==> src/rtl/fetch_unit_if.sv <==
// Bundle of PC-register, memory-bus, decoder and redirect signals around fetch_unit.
// master: the fetch unit itself; slave: the surrounding PC register, memory and decoder.
interface fetch_unit_if;
  logic        en;
  logic [15:0] pc;
  logic [1:0]  pc_op;
  logic [15:0] pc_in;
  logic        mem_rd;
  logic [15:0] mem_addr;
  logic        mem_ack;
  logic [15:0] mem_data;
  logic [15:0] instr;
  logic [15:0] imm;
  logic        instr_valid;
  logic        instr_ready;
  logic        flush;
  logic [15:0] flush_target;
  logic        fetch_err;

  modport master (
    input  en, pc, mem_ack, mem_data, instr_ready, flush, flush_target,
    output pc_op, pc_in, mem_rd, mem_addr, instr, imm, instr_valid, fetch_err
  );

  modport slave (
    output en, pc, mem_ack, mem_data, instr_ready, flush, flush_target,
    input  pc_op, pc_in, mem_rd, mem_addr, instr, imm, instr_valid, fetch_err
  );
endinterface

==> src/rtl/fetch_unit.sv <==
// Instruction fetch sequencer: reads an opcode word plus optional immediate, hands it to the decoder.
// Optional bus timeout enabled by defining FETCH_TIMEOUT_EN.
//
// state     | meaning
// BOOT      | one cycle after reset, commands PC reset
// IDLE      | waiting for en or a flush
// FETCH_OP  | reading the opcode word
// FETCH_IMM | one idle cycle, then reading the immediate word
// HOLD      | instruction presented to decoder
// DRAIN     | flushed while a read was in flight, waiting to discard it
module fetch_unit (
  input  logic         clk,
  input  logic         rst_n,
  fetch_unit_if.master fu
);

  localparam logic [1:0] PC_NOP   = 2'd0;
  localparam logic [1:0] PC_INC   = 2'd1;
  localparam logic [1:0] PC_SET   = 2'd2;
  localparam logic [1:0] PC_RESET = 2'd3;

  typedef enum logic [2:0] {
    BOOT, IDLE, FETCH_OP, FETCH_IMM, HOLD, DRAIN
  } state_t;

  state_t      state_q, state_d;
  logic        mem_rd_q, mem_rd_d;
  logic [15:0] instr_q, instr_d;
  logic [15:0] imm_q, imm_d;
  logic [15:0] tgt_q, tgt_d;
  logic [1:0]  pc_op_d;
  logic [15:0] pc_in_d;
  logic        valid_d;
  logic        timeout;

`ifdef FETCH_TIMEOUT_EN
  logic [3:0] to_cnt_q, to_cnt_d;
  logic       fetch_err_q;

  // Counter reaches 15 on the cycle the read is abandoned.
  assign timeout = mem_rd_q && !fu.mem_ack && (to_cnt_q == 4'd14);

  always_comb begin
    to_cnt_d = 4'd0;
    if (mem_rd_q && !fu.mem_ack) to_cnt_d = to_cnt_q + 4'd1;
  end

  always_ff @(posedge clk or negedge rst_n) begin
    if (!rst_n) begin
      to_cnt_q    <= 4'd0;
      fetch_err_q <= 1'b0;
    end else begin
      to_cnt_q    <= to_cnt_d;
      fetch_err_q <= timeout;
    end
  end

  assign fu.fetch_err = fetch_err_q;
`else
  assign timeout      = 1'b0;
  assign fu.fetch_err = 1'b0;
`endif

  always_comb begin
    state_d  = state_q;
    mem_rd_d = mem_rd_q;
    instr_d  = instr_q;
    imm_d    = imm_q;
    tgt_d    = tgt_q;
    pc_op_d  = PC_NOP;
    pc_in_d  = tgt_q;
    valid_d  = 1'b0;
    unique case (state_q)
      BOOT: begin
        pc_op_d = PC_RESET;
        state_d = IDLE;
      end
      IDLE: begin
        if (fu.flush) begin
          pc_op_d  = PC_SET;
          pc_in_d  = fu.flush_target;
          state_d  = FETCH_OP;
          mem_rd_d = 1'b1;
        end else if (fu.en) begin
          state_d  = FETCH_OP;
          mem_rd_d = 1'b1;
        end
      end
      FETCH_OP, FETCH_IMM: begin
        if (timeout) begin
          state_d  = IDLE;
          mem_rd_d = 1'b0;
        end else if (fu.flush) begin
          // A read finishing in the flush cycle counts as not outstanding.
          if (!mem_rd_q || fu.mem_ack) begin
            pc_op_d  = PC_SET;
            pc_in_d  = fu.flush_target;
            state_d  = FETCH_OP;
            mem_rd_d = 1'b1;
          end else begin
            tgt_d   = fu.flush_target;
            state_d = DRAIN;
          end
        end else if (!mem_rd_q) begin
          mem_rd_d = 1'b1;
        end else if (fu.mem_ack) begin
          pc_op_d  = PC_INC;
          mem_rd_d = 1'b0;
          if (state_q == FETCH_OP) begin
            instr_d = fu.mem_data;
            if (fu.mem_data[8]) begin
              state_d = FETCH_IMM;
            end else begin
              imm_d   = 16'h0000;
              state_d = HOLD;
            end
          end else begin
            imm_d   = fu.mem_data;
            state_d = HOLD;
          end
        end
      end
      HOLD: begin
        valid_d = !fu.flush;
        if (fu.flush) begin
          pc_op_d  = PC_SET;
          pc_in_d  = fu.flush_target;
          state_d  = FETCH_OP;
          mem_rd_d = 1'b1;
        end else if (fu.instr_ready) begin
          state_d  = fu.en ? FETCH_OP : IDLE;
          mem_rd_d = fu.en;
        end
      end
      DRAIN: begin
        if (timeout) begin
          state_d  = IDLE;
          mem_rd_d = 1'b0;
        end else if (fu.mem_ack) begin
          pc_op_d = PC_SET;
          pc_in_d = fu.flush ? fu.flush_target : tgt_q;
          state_d = FETCH_OP;
        end else if (fu.flush) begin
          tgt_d = fu.flush_target;
        end
      end
      default: begin
        state_d  = IDLE;
        mem_rd_d = 1'b0;
      end
    endcase
  end

  always_ff @(posedge clk or negedge rst_n) begin
    if (!rst_n) begin
      state_q  <= BOOT;
      mem_rd_q <= 1'b0;
      instr_q  <= 16'h0000;
      imm_q    <= 16'h0000;
      tgt_q    <= 16'h0000;
    end else begin
      state_q  <= state_d;
      mem_rd_q <= mem_rd_d;
      instr_q  <= instr_d;
      imm_q    <= imm_d;
      tgt_q    <= tgt_d;
    end
  end

  // State sits in BOOT throughout reset, but the PC reset command must wait for release.
  assign fu.pc_op       = rst_n ? pc_op_d : PC_NOP;
  assign fu.pc_in       = pc_in_d;
  assign fu.mem_rd      = mem_rd_q;
  assign fu.mem_addr    = fu.pc;
  assign fu.instr       = instr_q;
  assign fu.imm         = imm_q;
  assign fu.instr_valid = valid_d;

endmodule

==> src/flat_wrapper.sv <==
// flat-port wrapper written by rule: the top's interface ports become plain ports
module fetch_unit_flat 
  (clk, rst_n, fu_en, fu_pc, fu_mem_ack, fu_mem_data, fu_instr_ready, fu_flush, fu_flush_target, fu_pc_op, fu_pc_in, fu_mem_rd, fu_mem_addr, fu_instr, fu_imm, fu_instr_valid, fu_fetch_err);
  fetch_unit_if fu_i ();
  input  logic clk;
  input  logic rst_n;
  input wire logic [$bits(fu_i.en)-1:0] fu_en;
  input wire logic [$bits(fu_i.pc)-1:0] fu_pc;
  input wire logic [$bits(fu_i.mem_ack)-1:0] fu_mem_ack;
  input wire logic [$bits(fu_i.mem_data)-1:0] fu_mem_data;
  input wire logic [$bits(fu_i.instr_ready)-1:0] fu_instr_ready;
  input wire logic [$bits(fu_i.flush)-1:0] fu_flush;
  input wire logic [$bits(fu_i.flush_target)-1:0] fu_flush_target;
  output wire logic [$bits(fu_i.pc_op)-1:0] fu_pc_op;
  output wire logic [$bits(fu_i.pc_in)-1:0] fu_pc_in;
  output wire logic [$bits(fu_i.mem_rd)-1:0] fu_mem_rd;
  output wire logic [$bits(fu_i.mem_addr)-1:0] fu_mem_addr;
  output wire logic [$bits(fu_i.instr)-1:0] fu_instr;
  output wire logic [$bits(fu_i.imm)-1:0] fu_imm;
  output wire logic [$bits(fu_i.instr_valid)-1:0] fu_instr_valid;
  output wire logic [$bits(fu_i.fetch_err)-1:0] fu_fetch_err;
  assign fu_i.en = fu_en;
  assign fu_i.pc = fu_pc;
  assign fu_i.mem_ack = fu_mem_ack;
  assign fu_i.mem_data = fu_mem_data;
  assign fu_i.instr_ready = fu_instr_ready;
  assign fu_i.flush = fu_flush;
  assign fu_i.flush_target = fu_flush_target;
  assign fu_pc_op = fu_i.pc_op;
  assign fu_pc_in = fu_i.pc_in;
  assign fu_mem_rd = fu_i.mem_rd;
  assign fu_mem_addr = fu_i.mem_addr;
  assign fu_instr = fu_i.instr;
  assign fu_imm = fu_i.imm;
  assign fu_instr_valid = fu_i.instr_valid;
  assign fu_fetch_err = fu_i.fetch_err;
  fetch_unit u_core (.clk(clk), .rst_n(rst_n), .fu(fu_i));
endmodule
==> config.mk <==
export PLATFORM = sky130hd
export DESIGN_NAME = fetch_unit_flat
export DESIGN_NICKNAME = d
export VERILOG_FILES = /design/src/rtl/fetch_unit_if.sv /design/src/rtl/fetch_unit.sv /design/src/flat_wrapper.sv
export SDC_FILE = /design/constraint.sdc
export NUM_CORES = 1
export LEC_CHECK = 0
export BUFFER_PORTS_ARGS = -buffer_cell sky130_fd_sc_hd__clkbuf_2
export CELL_PAD_IN_SITES_DETAIL_PLACEMENT = 1
export CELL_PAD_IN_SITES_GLOBAL_PLACEMENT = 1
export CORE_MARGIN = 10
export CORE_UTILIZATION = 28
export CTS_CLUSTER_DIAMETER = 80
export DETAILED_ROUTE_END_ITERATION = 7
export GPL_TIMING_DRIVEN = 0
export HOLD_SLACK_MARGIN = 0.06
export PLACE_DENSITY_LB_ADDON = 0.1
export SLEW_MARGIN = 20
export SYNTH_ARGS = -nofsm -noshare
export SYNTH_HDL_FRONTEND = slang
export SYNTH_SLANG_ARGS = --single-unit
export TNS_END_PERCENT = 100
==> constraint.sdc <==
create_clock -name clk -period 3.6 [get_ports clk]
set_clock_uncertainty 0.15 [all_clocks]
set_input_delay 0.54 -clock clk [delete_from_list [all_inputs] [get_ports clk]]
set_output_delay 0.54 -clock clk [all_outputs]
set_load 0.01 [all_outputs]
Word level (Yosys, flattened, before mapping)
Cells that the tools add are included.

Logic and storage cells: 77. Output and inout bits: 69. Register bits after elaboration: 52.

Equal/unequal tests: 15. Reductions and logical operators: 13. Bitwise logic cells: 2. Muxes and demuxes: 42.

Operators with widths (number): two-way mux 16 bit (9); one-hot mux 16 bit (3 select lines) (1); two-way mux 3 bit (11); one-hot mux 16 bit (2 select lines) (1); AND reduction 5 bit (3); two-way mux 2 bit (7); one-hot mux 3 bit (4 select lines) (1); two-way mux 1 bit (10); inequality test 2 bit, second input constant (5); inequality test 3 bit, second input constant (3); one-hot mux 2 bit (4 select lines) (1); AND reduction 4 bit (2); equality test 3 x 2 -> 1 bit, second input constant (2); equality test 3 bit, second input constant (2); inequality test 3 x 2 -> 1 bit, second input constant (2); OR reduction 2 bit (3); one-hot mux 1 bit (4 select lines) (1); equality test 3 x 1 -> 1 bit, second input constant (1); logical NOT 3 bit (1); logical NOT 1 bit (2); NOT 1 bit (2); nonzero test 2 bit (1); logical OR 1 bit (1).

Longest topological paths before layout
Depth in word-level cells: 6. Mapped depth: 6. Depth with buffers taken out: 4.

Worst setup path after synthesis
Ideal clock, no wire load.

Kind: in2out. Start point: in fu_mem_ack. End point: out fu_pc_in[10]. Buffers on the path: 2. Stages: 6. Arrival time: 1.750 ns. Required time: 2.910 ns. Path slack: 1.160 ns. Path through: buf_2 nor2b_1 a211oi_2 clkbuf_1 a21oi_1 o2bb2ai_1.

Cells in the longest elaborated chain, start to end: 4. Elaborated cells on any way between the ends: 5. Classes of those cells: mux (4); reduce/logical (1).

RTL lines: from (decl) (line flat_wrapper.sv:9) `input wire logic [$bits(fu_i.mem_ack)-1:0] fu_mem_ack;`; logical OR 1 bit (line fetch_unit.sv:95) `if (!mem_rd_q || fu.mem_ack) begin`; two-way mux 16 bit (line fetch_unit.sv:95); two-way mux 16 bit (line fetch_unit.sv:93) `end else if (fu.flush) begin`; one-hot mux 16 bit (3 select lines) * (line fetch_unit.sv:73) `unique case (state_q)`; to (decl) (line flat_wrapper.sv:15) `output wire logic [$bits(fu_i.pc_in)-1:0] fu_pc_in;`.

Mark *: on every way between the ends. The rest lies on a longest branch, timed or not.

Worst setup path after layout
Start point: reg u_core.state_q[0]. End point: out fu_pc_in[14].

Cells in the longest elaborated chain, start to end: 3. Elaborated cells on any way between the ends: 8. Classes of those cells: eq/ne (5); mux (1); reduce/logical (2).

RTL lines: from (decl) (line fetch_unit.sv:26) `state_t state_q, state_d;`; from (signal assigned) (line fetch_unit.sv:162) `state_q <= state_d;`; equality test 3 x 1 -> 1 bit, or another cell as far along (line fetch_unit.sv:73); OR reduction 2 bit (on tied branches); one-hot mux 16 bit (3 select lines) * (line fetch_unit.sv:73).

Marked as above.

==> flow_summary.json <==
{
  "required_ns": 2.91,
  "synth_cell_types": 38,
  "ir_worst_vdd_mv": 0.323,
  "r2r_end": "u_core.tgt_q[2]",
  "gp_congestion": 0.748,
  "die_x_um": 122,
  "start_kind": "flop",
  "period_needed_ns": 3.15,
  "reg2reg_from": "u_core.state_q[2]",
  "place_hpwl_um": 7080,
  "hold_path_startpoint": "fu_mem_data[14]",
  "cts_tree": "yes",
  "setup_tns_ns": 0,
  "cts_made_buffers": 5,
  "viasPerCell": 4.94,
  "maxSlewHeadroom": 0.522,
  "status": "finished clean",
  "fillCellCount": 1191,
  "antenna_found_initial": 0,
  "ant_nets": 0,
  "yosys_warnings": 0,
  "via_count": 2503,
  "setup.worst_path.end": "fu_pc_in[14]",
  "cpMaxStageDelayCell": "a211oi_2",
  "rrSetupSlack_ns": 1.48,
  "synthArstFlopShare": 1.00,
  "tightest_slew_ns": 0.708,
  "path_max_fanout": 10,
  "drv_slew": 0,
  "synth_top_cell_by_area": "dfrtp_1",
  "setup_viol": 0,
  "syn_to_final_growth_pct": 28.3,
  "cts_setup_buffers": 0,
  "cts_root_buffer": "clkbuf_8",
  "clock_latency_ns": 0.30,
  "rsz0062_at_grt": "false",
  "clock.fmax_mhz": 317,
  "cts.clk_slew.worst_paths_ns": 0.10,
  "ys_ff_latch": 52,
  "netlist_area_sq_um": 2890,
  "synth_flop_cell": "dfrtp_1",
  "start_util": 0.284,
  "seq_area_frac_synth": 0.450,
  "arrival_ns": 2.46,
  "drive_gt1_frac": 0.504,
  "clock_sinks": 52,
  "hold_viol": 0,
  "max_stage_delay_ns": 0.50,
  "routed_wl_um": 9310,
  "synthCells": 257,
  "dr.pass1.iters": 4,
  "cap_violations": 0,
  "grt_max_degree": 31,
  "end_kind": "output pin",
  "place_inst": 498,
  "n_antenna_cell": 0,
  "hold_depth": 2,
  "rows": 37,
  "p_per_area_nw_per_um2": 848,
  "min_path_type": "input port to flop",
  "clk_path_buf_depth": 2,
  "synth.most_common_cell": "dfrtp_1",
  "die_y_um": 122,
  "cts.htree.levels": 2,
  "pin_count": 123,
  "post-route-drc-count": 0,
  "syn_nets": 311,
  "grt_usage": 0.124,
  "cp_cell_sequence": "buf_4, nor2_1, a211oi_2, clkbuf_1, a21oi_1, o2bb2ai_1, clkbuf_2",
  "wire_per_inst_um": 18.4,
  "r2r_cells": 6,
  "critical_path_class": "flop to output pin",
  "core-area_sq_um": 10200,
  "power.leakage_nw": 1.74,
  "fin_nets": 424,
  "cts_resized": 0,
  "die_area_sq_um": 14800,
  "drtIter0Drc": 83,
  "grt_pass1_wl_um": 15000,
  "hold_buffers": 1,
  "grt.overflow.total": 0,
  "synth_enable_flop_cells": 0,
  "synth_common_cells": "dfrtp_1, mux2_2, buf_4",
  "startpoint": "u_core.state_q[0]",
  "syn_area_per_cell_sq_um": 11.3,
  "min_period_over_period": 0.875,
  "port_buffers": 104,
  "netlist.area_leader.share": 0.450,
  "layoutNonFillerInstCount": 507,
  "synth.area.top_cells": "dfrtp_1, mux2_2, buf_4",
  "first_global_vias": 2822
}
[cells in the final DEF, fill, tap and decap left out, drive strengths merged, types with 2 or more instances in the layout]
master	instances
nor2	7
nand2	3
nand2b	17
o21ai	8
nand4b	2
o2bb2ai	17
mux2	34
nor2b	3
o311ai	2
inv	4
dfrtp	52
clkbuf	114
a21oi	20
buf	31
o211ai	19
a22o	15
nor3b	4
nor3	4
[how the worst min path moves through the flow]
stage                              end  slack, ns
finish               u_core.fu.imm[14]       0.32
global route         u_core.fu.imm[13]       0.31
CTS                  u_core.fu.imm[14]       0.31
detailed placement  u_core.fu.instr[8]       0.33
global placement    u_core.fu.instr[8]       0.32
floorplan             u_core.fu.imm[0]       0.09
[critical path: cells and delay by family (launching register included)]
kind / cells / cell delay, ns
AOI/OAI and AO/OA: 3 / 0.83
buffers and inverters: 3 / 0.85
DFF: 1 / 0.39
and+or+nand+nor: 1 / 0.07
[registers in the layout, indices dropped and copies added (netlist names)]
signal	flops
u_core.fu.imm	16
u_core.tgt_q	16
u_core.state_q	3
u_core.fu.mem_rd	1
u_core.fu.instr	16
[routing by layer]
layer,routed length (um),track usage,share of wire
met2,4470,0.209,0.48
met4,95,0.0276,0.010
met3,749,0.0467,0.080
met5,0,0,0
met1,3990,0.148,0.43
[power breakdown]
part | switching, mW | internal (mW)
logic | 0.923 | 0.789
clock network | 0.210 | 0.158
registers | 0.195 | 0.874
[through the flow]
step                total power, mW  utilization  hold slack, ns  worst slack, ns  cell area (sq um)
floorplan                      2.13            -          0.0944             1.16               2890
global placement               2.79        0.352           0.318            0.535               3580
detailed placement             2.84        0.354           0.328            0.534               3600
CTS                            3.22        0.364           0.306            0.411               3710
global route                   3.43        0.364           0.306            0.249               3710
finish                         3.15        0.364           0.321            0.450               3710
[kinds of logic after synthesis]
logic type,Yosys count,share of synthesized area
DFF,52,0.450
and+or+nand+nor,47,0.113
other,1,0.00130
muxes,34,0.132
xor gates and xnor gates,1,0.00303
AOI/OAI and AO/OA,85,0.219
buffers and inverters,37,0.0813
[layout make-up]
type,instances,area [sq um],area share
plain buffers,34,224,0.0604
clock inverters,2,13.8,0.00371
clock buffers,6,82.6,0.0223
flip-flops and latches,52,1300,0.351
inverters,3,11.3,0.00303
multi-input cells,168,1360,0.365
repair buffers,106,553,0.149
well taps,136,170,0.0459
Note: power is estimated with default switching activity, not from simulation.
